$ cat src/rtl/led_fade_driver.sv
// LED fade driver: a lit input channel goes to full brightness, and after release
// it fades out through a PWM level that steps down once per decay period.
module led_fade_driver #(
  parameter int CH       = 3,
  parameter int PRESCALE = 49_999,
  parameter int DECAY_MS = 20,
  parameter int PWM_BITS = 4
) (
  input  logic          CLK,
  input  logic          RST,
  input  logic [CH-1:0] LED_In,
  input  logic          Enable,
  output logic [CH-1:0] LED_Out,
  output logic          Busy
);

  localparam int MAX_LEVEL = 2**PWM_BITS - 1;
  localparam int PS_W      = (PRESCALE > 0) ? $clog2(PRESCALE + 1) : 1;
  localparam int MS_W      = (DECAY_MS > 1) ? $clog2(DECAY_MS) : 1;

  localparam logic [PS_W-1:0]     PS_LAST  = PS_W'(PRESCALE);
  localparam logic [MS_W-1:0]     MS_LAST  = MS_W'(DECAY_MS - 1);
  localparam logic [PWM_BITS-1:0] LVL_MAX  = PWM_BITS'(MAX_LEVEL);
  localparam logic [PWM_BITS-1:0] PWM_LAST = PWM_BITS'(MAX_LEVEL - 1);

  // Brightness decrement that sticks at zero instead of wrapping.
  function automatic logic [PWM_BITS-1:0] sat_dec(input logic [PWM_BITS-1:0] lvl);
    return (lvl == '0) ? lvl : lvl - PWM_BITS'(1);
  endfunction

  logic [PS_W-1:0]                  pre_cnt;
  logic [MS_W-1:0]                  ms_cnt;
  logic [PWM_BITS-1:0]              pwm_cnt;
  logic                             tick;
  logic                             decay_stb;
  logic [CH-1:0]                    in_p0;
  logic [CH-1:0][PWM_BITS-1:0]      lvl_p1;

  assign tick      = (pre_cnt == PS_LAST);
  assign decay_stb = tick && (ms_cnt == MS_LAST);

  // Timebase: 1 ms prescaler, decay-period counter, free-running PWM ramp.
  always_ff @(posedge CLK) begin
    if (RST || !Enable) begin
      pre_cnt <= '0;
      ms_cnt  <= '0;
      pwm_cnt <= '0;
    end else begin
      pre_cnt <= tick ? '0 : pre_cnt + PS_W'(1);
      if (tick) begin
        ms_cnt <= (ms_cnt == MS_LAST) ? '0 : ms_cnt + MS_W'(1);
      end
      pwm_cnt <= (pwm_cnt == PWM_LAST) ? '0 : pwm_cnt + PWM_BITS'(1);
    end
  end

  // Stage p0: register the incoming pattern; keeps running while disabled.
  always_ff @(posedge CLK) begin
    if (RST) begin
      in_p0 <= '0;
    end else begin
      in_p0 <= LED_In;
    end
  end

  // Stage p1 -> p2: per-channel level update, then PWM compare into the pins.
  always_ff @(posedge CLK) begin
    if (RST || !Enable) begin
      lvl_p1  <= '0;
      LED_Out <= '0;
    end else begin
      for (int i = 0; i < CH; i++) begin
        if (in_p0[i]) begin
          lvl_p1[i] <= LVL_MAX;
        end else if (decay_stb) begin
          lvl_p1[i] <= sat_dec(lvl_p1[i]);
        end
        LED_Out[i] <= (lvl_p1[i] > pwm_cnt);
      end
    end
  end

  assign Busy = |lvl_p1;

endmodule

$ cat config.mk
export PLATFORM = sky130hd
export DESIGN_NAME = led_fade_driver
export DESIGN_NICKNAME = d
export VERILOG_FILES = /design/src/rtl/led_fade_driver.sv
export SDC_FILE = /design/constraint.sdc
export NUM_CORES = 1
export LEC_CHECK = 0
export CELL_PAD_IN_SITES_DETAIL_PLACEMENT = 1
export CELL_PAD_IN_SITES_GLOBAL_PLACEMENT = 1
export CORE_MARGIN = 3
export CORE_UTILIZATION = 50
export DETAILED_ROUTE_END_ITERATION = 10
export PLACE_DENSITY_LB_ADDON = 0.1
export SLEW_MARGIN = 5
export SYNTH_ARGS = -nofsm -noshare
export SYNTH_HDL_FRONTEND = slang
export SYNTH_SLANG_ARGS = --single-unit
export TNS_END_PERCENT = 5
$ cat constraint.sdc
create_clock -name CLK -period 4.77 [get_ports CLK]
set_clock_uncertainty 0.05 [all_clocks]
set_input_delay 0.477 -clock CLK [delete_from_list [all_inputs] [get_ports CLK]]
set_output_delay 0.477 -clock CLK [all_outputs]
set_load 0.03 [all_outputs]
---- After elaboration in Yosys (flattened, before gate mapping) ----
Cells that the tools add are included.
operators by class
  add/subtract/negate cells ............... 6
  $lt $le $gt $ge ......................... 3
  equality and inequality tests ........... 6
  muxes and demuxes ....................... 10
  reduce and logical (&&, ||, !) cells .... 15
operator list
  kind                     count
  $mux W4                  9
  $add A16 B1 Y16 const B  1
  $eq A16 B16 Y1 const B   1
  $gt A4 B4 Y1             3
  $logic_not A4 Y1         3
  $reduce_or A12 Y1        1
  $sub A4 B1 Y4 const B    3
  $ne A2 B2 Y1 const B     3
  $reduce_and A2 Y1        3
  $reduce_bool A2 Y1       3
  $add A5 B1 Y5 const B    1
  $eq A5 B5 Y1 const B     1
  $mux W5                  1
  $add A4 B1 Y4 const B    1
  $eq A4 B4 Y1 const B     1
  $reduce_or A2 Y1         2
  $logic_and A1 B1 Y1      1
  $logic_not A1 Y1         1
  $logic_or A1 B1 Y1       1
storage, ports and cells
  register bits after elaboration ......... 43
  output and inout bits ................... 4
  word-level logic and storage cells ...... 48

---- Depth between registers and ports, before layout ----
Gate-level depths: netlist of the first run.
  depth after elaboration ................. 4
  mapped depth ............................ 7
  gate-level depth less buffers ........... 6

---- Least setup slack after synthesis of the first run ----
No wires, ideal clock.
  kind .................................... flip-flop to flip-flop
  start point ............................. register pre_cnt[13]
  end point ............................... register ms_cnt[3]
  setup time .............................. 0.070 ns
  data arrival time ....................... 1.995 ns
  data required time ...................... 4.650 ns
  slack ................................... 2.655 ns
  cell stages (with the launch flop) ...... 6
  path buffers ............................ 1
  period minus slack after synthesis ...... 2.115 ns
  cell sequence ........................... dfxtp_1 -> or4b_1 -> or4_4 -> buf_6 -> or3_1 -> a21oi_1
on the way
  cells in the longest elaborated chain, start to end .. 1
ends and longest elaborated chain
  what                    RTL line  text
  start, declared         31        logic [PS_W-1:0] pre_cnt;
  start signal, assigned  49        pre_cnt <= tick ? '0 : pre_cnt + PS_W'(1);
  $eq A16 B16 Y1          39        assign tick = (pre_cnt == PS_LAST);
  end signal, assigned    51        ms_cnt <= (ms_cnt == MS_LAST) ? '0 : ms_cnt + MS_W'(1);
  end, declared           32        logic [MS_W-1:0] ms_cnt;
No other way between the ends.
A chain may end at the register's enable or synchronous reset.

---- Final worst setup path of the first run ----
  start point ............................. register ms_cnt[0]
  end point ............................... register lvl_p1[1] in the netlist's numbering
on the way
  cells in the longest elaborated chain, start to end .. 4
ends and longest elaborated chain
  what                           RTL line  text
  $eq A5 B5 Y1                   40        assign decay_stb = tick && (ms_cnt == MS_LAST);
  $logic_and A1 B1 Y1            40
  $reduce_bool A2 Y1 (no line)   n/a
  $reduce_and A2 Y1 (no line)    n/a
  end signal, assigned by index  76        lvl_p1[i] <= sat_dec(lvl_p1[i]);
  end, declared                  37        logic [CH-1:0][PWM_BITS-1:0] lvl_p1;
No other way between the ends.

==> reports/results.txt, run 1 <==
Post-CTS sizing -> 0
Total GRT Usage -> 20.40%
Die Y-Extent -> 74.54 um
Weighted congestion at the end of routability-driven global placement -> 0.7660
Fraction of synthesized cell area taken by the top area cell type -> 36.65%
P_leak -> 0.9175 nW
Maximum fanout encountered on the critical timing path -> 18
ANT nets after route -> 0
Post-synthesis average cell area -> 8.666 um^2
Pin count of the biggest net entering global routing -> 19
Global-route wire length before repair -> 8.873 mm
Count of hold-fix buffers inserted at cts -> 0
Worst Hold Class -> reg2reg
Worst reg2reg startpoint -> ms_cnt[0]$_SDFFE_PP0N_
Max IR drop VDD -> 0.0001663 V
Remaining global-route overflow -> 0
Biggest area consumer among synthesized cells -> sky130_fd_sc_hd__dfxtp_1
TritonCTS Buffers -> 5
Unique masters post-synth -> 39
Most frequent cells in the layout -> sky130_fd_sc_hd__dfxtp_1 (43), sky130_fd_sc_hd__nor2_1 (25), sky130_fd_sc_hd__ha_1 (22)
P_sw -> 0.1640 mW
Capture endpoint of the worst hold path -> pre_cnt[0]$_SDFF_PP0_
Combinational Power Share -> 10.1%
Crit Path Category -> reg2reg
Endpoint of the most critical register-to-register path -> lvl_p1[1]$_SDFFE_PP0P_
Vias in the first global route -> 1,958
Share of total power consumed by net switching -> 24.70%
Data required time of the critical path -> 4.90 ns
Max Fclk -> 0.3889 GHz
Total Nets Final -> 305
Internal power summed over all cells -> 0.4999 mW
Number of clock sinks -> 43
Flop2flop setup slack -> 2.20 ns
Worst slew pin tran -> 0.8449 ns
Seq/Total Area, Yosys -> 36.65%
Final period demand of the worst path -> 2.571 ns
Area delta synth->final -> 8.045%
Syn_nets -> 299
Worst hold path stage count -> 1
Inserted Diodes -> 0
Most used flip-flop cell after synthesis -> sky130_fd_sc_hd__dfxtp_1
Total setup buffers inserted after CTS -> 0
Fraction of layout cells with a size suffix above 1 -> 3.237%
RSZ-0062 raised after global routing -> no
Worst hold-check slack -> 0.4209 ns
Initial cell density of the core -> 52.84%
Routed wire per std cell -> 15.88 um
Number of max-capacitance violations reported -> 0
Beginning of the worst hold path -> pre_cnt[0]$_SDFF_PP0_
TritonCTS clock tree -> built
Accumulated negative setup slack -> 0 ns
Synthesized flop and latch total -> 43
Cells taking the most area after synthesis -> sky130_fd_sc_hd__dfxtp_1 (37%), sky130_fd_sc_hd__ha_1 (12%), sky130_fd_sc_hd__nor2_1 (4.0%)
Share of total power in the clock network -> 33.0%
Most common cell after layout, fill and taps aside -> sky130_fd_sc_hd__dfxtp_1
IO buf count -> 9
Boundary pin count -> 10
Post-route insts no fill -> 330
Area of the mapped netlist -> 2349 um^2
Detailed-placement wirelength estimate -> 3.959 mm
Number of pins with negative max-slew slack in the final report -> 0
Proportion of register bits with asynchronous set or reset after synthesis -> 0%
Critical path arrival -> 2.70 ns
Setup crit end kind -> flip-flop
Startpoint class of the critical path -> flip-flop
Post-route clock period utilization -> 53.91%
Minimum setup slack after placement -> 2.158 ns
Clock latency on the worst-skew pair -> 0.29 ns
Number of levels the H-tree was split into -> 2
Synthesized instance count -> 271
Placed Instances -> 322
Floorplan row count -> 24
Max Buffers Root-to-Sink -> 2
Tightest slew margin relative to the limit -> 43.56%
CTS Root Buffer Type -> sky130_fd_sc_hd__clkbuf_8
YS warnings -> 0
Result of the run -> finished, final reports clean
Number of flops mapped to enable cells by yosys -> 0
Ratio of routed vias to standard cells -> 6.006
Power share of the sequential group -> 56.9%
Horiz. Die Dim -> 74.54 um
Worst setup slack after layout -> 2.199 ns
Total of endpoints with negative setup slack in the final report -> 0
Die area -> 5555 um^2
Area of the core -> 4444 um^2
Number of iterations in the first detailed-routing pass -> 4
Total vias in the final route -> 1,982
Number of design-rule violations left by the first detailed-router iteration -> 61
Residual DRC count -> 0
Power density over cell area -> 261.7 nW/um^2
CTS clk-pin slew, worst paths -> 0.07 ns
Final core utilization -> 57.09%
Number of antenna violations at the first check in global routing -> 0
R2R cell count -> 5
Final Hold Fails -> 0
Post-detailed-routing wire length -> 5.239 mm
power by group through the flow:
stage          registers, mW  clock network (mW)  logic [mW]
3_5_place_dp           0.386                   0      0.0674
2_1_floorplan          0.384                   0      0.0460
6_report               0.377               0.219      0.0672
4_1_cts                0.377               0.227      0.0683
5_1_grt                0.379               0.244      0.0762
3_3_place_gp           0.386                   0      0.0648
logic make-up after synthesis:
family	after synthesis	synth area share, %
AND/OR/NAND/NOR	118	28.61
AO/OA/AOI/OAI	46	13.32
adder cells (fa/ha/maj)	22	11.72
flip-flops	43	36.65
XOR/XNOR	12	4.475
buffers and inverters	30	5.221
how the worst max path moves through the flow:
stage                                      start                      to  cells after the start  slack (ns)
final                     ms_cnt[0]$_SDFFE_PP0N_  lvl_p1[1]$_SDFFE_PP0P_                      5        2.20
after global routing      ms_cnt[0]$_SDFFE_PP0N_  lvl_p1[1]$_SDFFE_PP0P_                      5        1.89
after global placement                       RST  pre_cnt[15]$_SDFF_PP0_                      4        2.16
after detailed placement                  Enable  pre_cnt[13]$_SDFF_PP0_                      4        2.16
after CTS                 ms_cnt[0]$_SDFFE_PP0N_  lvl_p1[1]$_SDFFE_PP0P_                      5        2.22
after floorplan           pre_cnt[13]$_SDFF_PP0_  ms_cnt[3]$_SDFFE_PP0N_                      5        2.66
synthesized netlist by cell type, types with 2 or more instances:
cell type                  instances
sky130_fd_sc_hd__dfxtp_1          43
sky130_fd_sc_hd__nor2_1           25
sky130_fd_sc_hd__ha_1             22
sky130_fd_sc_hd__inv_1            20
sky130_fd_sc_hd__nand2_1          14
sky130_fd_sc_hd__nand3_1          13
sky130_fd_sc_hd__a211oi_1         12
sky130_fd_sc_hd__nand4_1          12
sky130_fd_sc_hd__nor2b_1          11
sky130_fd_sc_hd__a21oi_1          10
sky130_fd_sc_hd__nor3_1            8
sky130_fd_sc_hd__xnor2_1           8
sky130_fd_sc_hd__and3_1            7
sky130_fd_sc_hd__clkbuf_1          7
sky130_fd_sc_hd__o21ai_0           7
sky130_fd_sc_hd__nor3b_1           6
sky130_fd_sc_hd__a311oi_1          4
sky130_fd_sc_hd__nor4_1            4
sky130_fd_sc_hd__or3_1             4
sky130_fd_sc_hd__xor2_1            4
sky130_fd_sc_hd__and2_1            3
sky130_fd_sc_hd__o21a_1            3
sky130_fd_sc_hd__o311a_1           3
sky130_fd_sc_hd__o31ai_1           3
sky130_fd_sc_hd__a21o_1            2
sky130_fd_sc_hd__a31oi_1           2
sky130_fd_sc_hd__buf_2             2
cell type report:
type	instances	area, um^2
Fill cell	549	1907
Inverter	20	75.07
Tap cell	52	65.06
Clock inverter	1	5.005
Multi-Input combinational cell	198	1365
Timing Repair Buffer	9	90.09
Sequential cell	43	860.8
Clock buffer	7	76.32
flip-flops by register name, indices dropped and copies added, names as in the netlist:
register / count
pwm_cnt: 4
in_p0: 3
lvl_p1: 12
ms_cnt: 5
LED_Out: 3
pre_cnt: 16
critical path, stage by stage, from the launching register on:
cell and delay [ns]:
sky130_fd_sc_hd__dfxtp_1 0.39, sky130_fd_sc_hd__ha_1 0.25, sky130_fd_sc_hd__nor4bb_1 0.52, sky130_fd_sc_hd__nor4b_4 0.79, sky130_fd_sc_hd__a211oi_1 0.17, sky130_fd_sc_hd__a311oi_1 0.30
stage by stage:
stage / area [um^2] / power, mW
2_1_floorplan: 2349 / 0.4296
3_3_place_gp: 2456 / 0.4504
3_5_place_dp: 2456 / 0.4532
4_1_cts: 2537 / 0.6724
5_1_grt: 2537 / 0.6991
6_report: 2537 / 0.6639
layer usage:
metal | GRT usage [%] | vias to the layer above | share of wire (%)
li1 | - | 990 | -
met5 | 0 | - | 0
met4 | 5.138 | 0 | 1.1
met2 | 37.76 | 18 | 52
met1 | 24.05 | 967 | 45
met3 | 3.784 | 7 | 2.0
Note: power is estimated with default switching activity, not from simulation.
==> run 2, diff against run 1 <==
Settings changed: CORE_UTILIZATION 50 to 42.
Clock period 4.77 ns to 2.1 ns, I/O delays scaled along.
==> run 2 against run 1 <==
Effect of this change:
- cell count rose by 11%
- global-route usage is 1.2 points lower
- sequential power increased by 130%
- largest cell class unchanged
- die area grew 17%
- register-to-register slack got worse by 2.1 ns
==> reports/results.txt, run 2 (synthesized netlist as in run 1, its figures left out) <==
IO buf count -> 9 (unchanged)
Number of pins with negative max-slew slack in the final report -> 0 (unchanged)
Fraction of layout cells with a size suffix above 1 -> 10.77% (+7.5 points)
Largest registers -> pre_cnt x16, lvl_p1 x12, ms_cnt x5
Maximum fanout encountered on the critical timing path -> 8 (-10)
Worst hold-check slack -> 0.4186 ns (-0.002348 ns)
Top Family by Delay on Critical Path -> simple AND/OR/NAND/NOR gates
Beginning of the worst hold path -> pre_cnt[0]$_SDFF_PP0_
Largest register FFs -> 16 (unchanged)
Crit Path Category -> reg2reg
Inserted Diodes -> 0 (unchanged)
Standard cell with the maximum stage delay on the critical path -> sky130_fd_sc_hd__or4_4
Most common cell after layout, fill and taps aside -> sky130_fd_sc_hd__dfxtp_1
Worst slew pin tran -> 0.4445 ns (-0.4004 ns)
Vias in the first global route -> 2,059 (+5.2%)
Total of endpoints with negative setup slack in the final report -> 0 (unchanged)
Count of hold-fix buffers inserted at cts -> 0 (unchanged)
Worst Hold Class -> reg2reg
TritonCTS clock tree -> built
Clock latency on the worst-skew pair -> 0.29 ns (about the same)
Data required time of the critical path -> 2.28 ns (-2.62 ns)
Accumulated negative setup slack -> 0 ns (unchanged)
Worst reg2reg startpoint -> pre_cnt[10]$_SDFF_PP0_
Floorplan row count -> 26 (+8.3%)
Post-route insts no fill -> 367 (+11%)
Post-route clock period utilization -> 96.52% (+43 points)
ANT nets after route -> 0 (unchanged)
P_leak -> 1.044 nW (+14%)
Number of max-capacitance violations reported -> 0 (unchanged)
Setup crit end kind -> flip-flop
Routed wire per std cell -> 15.13 um (-4.7%)
RSZ-0062 raised after global routing -> no
Power density over cell area -> 591.6 nW/um^2 (+130%)
Number of levels the H-tree was split into -> 2 (unchanged)
Weighted congestion at the end of routability-driven global placement -> 0.7811 (+2.0%)
Number of iterations in the first detailed-routing pass -> 4 (unchanged)
Pin count of the biggest net entering global routing -> 19 (unchanged)
Buffering stage count on the worst path with inverters included -> 0 (unchanged)
Die area -> 6525 um^2 (+17%)
Number of antenna violations at the first check in global routing -> 0 (unchanged)
Final period demand of the worst path -> 2.027 ns (-0.5445 ns)
Boundary pin count -> 10 (unchanged)
Startpoint class of the critical path -> flip-flop
Cell breakdown of the critical path -> or4b_4, or4_4, or3_1, a21oi_1
Max Buffers Root-to-Sink -> 2 (unchanged)
Area delta synth->final -> 17.95%
Tightest slew margin relative to the limit -> 70.26% (+27 points)
Result of the run -> finished, final reports clean
Number of clock sinks -> 43 (unchanged)
Remaining global-route overflow -> 0 (unchanged)
Max IR drop VDD -> 0.0003071 V (+85%)
Flop2flop setup slack -> 0.07 ns (-2.13 ns)
Residual DRC count -> 0 (unchanged)
Initial cell density of the core -> 44.56% (-8.3 points)
Total vias in the final route -> 2,037 (+2.8%)
Total setup buffers inserted after CTS -> 0 (unchanged)
First element of the critical path -> pre_cnt[10]$_SDFF_PP0_
Post-detailed-routing wire length -> 5.552 mm (+6.0%)
Global-route wire length before repair -> 9.818 mm (+11%)
Number of design-rule violations left by the first detailed-router iteration -> 43 (-30%)
Final Hold Fails -> 0 (unchanged)
Area of the core -> 5270 um^2 (+19%)
TritonCTS Buffers -> 5 (unchanged)
Detailed-placement wirelength estimate -> 4.235 mm (+7.0%)
Horiz. Die Dim -> 80.78 um (+8.4%)
Critical path arrival -> 2.21 ns (-0.49 ns)
Total GRT Usage -> 19.22% (-1.2 points)
CTS clk-pin slew, worst paths -> 0.08 ns (about the same)
Ratio of routed vias to standard cells -> 5.550 (-7.6%)
Placed Instances -> 360 (+12%)
Total Nets Final -> 325 (+6.6%)
Slowest cell delay on critical path -> 0.58 ns (-0.21 ns)
Most frequent cells in the layout -> sky130_fd_sc_hd__dfxtp_1 (43), sky130_fd_sc_hd__nor2_1 (25), sky130_fd_sc_hd__ha_1 (22)
CTS Root Buffer Type -> sky130_fd_sc_hd__clkbuf_8
Die Y-Extent -> 80.78 um (+8.4%)
Largest register by flop count -> pre_cnt
Max Fclk -> 0.4934 GHz (+27%)
==> run 2: worst register-to-register path, cell delays in order, from the launching register on <==
cell	delay, ns
sky130_fd_sc_hd__dfxtp_1	0.32
sky130_fd_sc_hd__or4b_4	0.57
sky130_fd_sc_hd__or4_4	0.58
sky130_fd_sc_hd__or3_1	0.32
sky130_fd_sc_hd__a21oi_1	0.13
==> run 2: path summary, 6_finish.rpt <==
path,cells after the start,endpoint
max,4,ms_cnt[0]$_SDFFE_PP0N_
max reg2reg,4,ms_cnt[0]$_SDFFE_PP0N_
min,1,pre_cnt[0]$_SDFF_PP0_
min reg2reg,1,pre_cnt[0]$_SDFF_PP0_
==> run 2: what timing repair did <==
action,4_1_cts,5_1_grt
endpoints found under the setup margin,1,13
gates resized for setup,1,2
pin swaps,0,4
==> run 2: layout make-up <==
class | count | area [um^2]
Clock inverter | 1 | 30.03
Clock buffer | 6 | 72.57
Fill cell | 630 | 2500
Sequential cell | 43 | 860.8
Timing Repair Buffer | 29 | 264.0
Inverter | 20 | 75.07
Tap cell | 70 | 87.58
Multi-Input combinational cell | 198 | 1380
==> run 2: per-stage QoR <==
| stage | setup slack (ns) | power (mW) | utilization, % | area, um^2 |
|---|---|---|---|---|
| 6_report | 0.07318 | 1.639 | 52.56 | 2770 |
| 5_1_grt | 0.006315 | 1.730 | 52.56 | 2770 |
| 3_3_place_gp | 0.07838 | 1.033 | 50.43 | 2658 |
| 2_1_floorplan | -0.001305 | 0.9758 | - | 2352 |
| 3_5_place_dp | 0.04289 | 1.038 | 50.43 | 2658 |
| 4_1_cts | 0.01908 | 1.667 | 52.35 | 2759 |
==> run 2: per-layer routing <==
metal | GRT usage, % | up-vias | share of wire, %
li1 | - | 1026 | -
met1 | 26.72 | 987 | 51
met2 | 30.38 | 19 | 46
met3 | 3.659 | 5 | 2.4
met4 | 5.405 | 0 | 1.0
met5 | 0 | - | 0
==> run 2: report_power, final <==
group          leakage [nW]  internal, mW  switching, mW
logic                 0.643        0.0742         0.0842
clock network        0.0513         0.349          0.274
registers             0.349         0.833         0.0247
total                  1.04          1.26          0.383
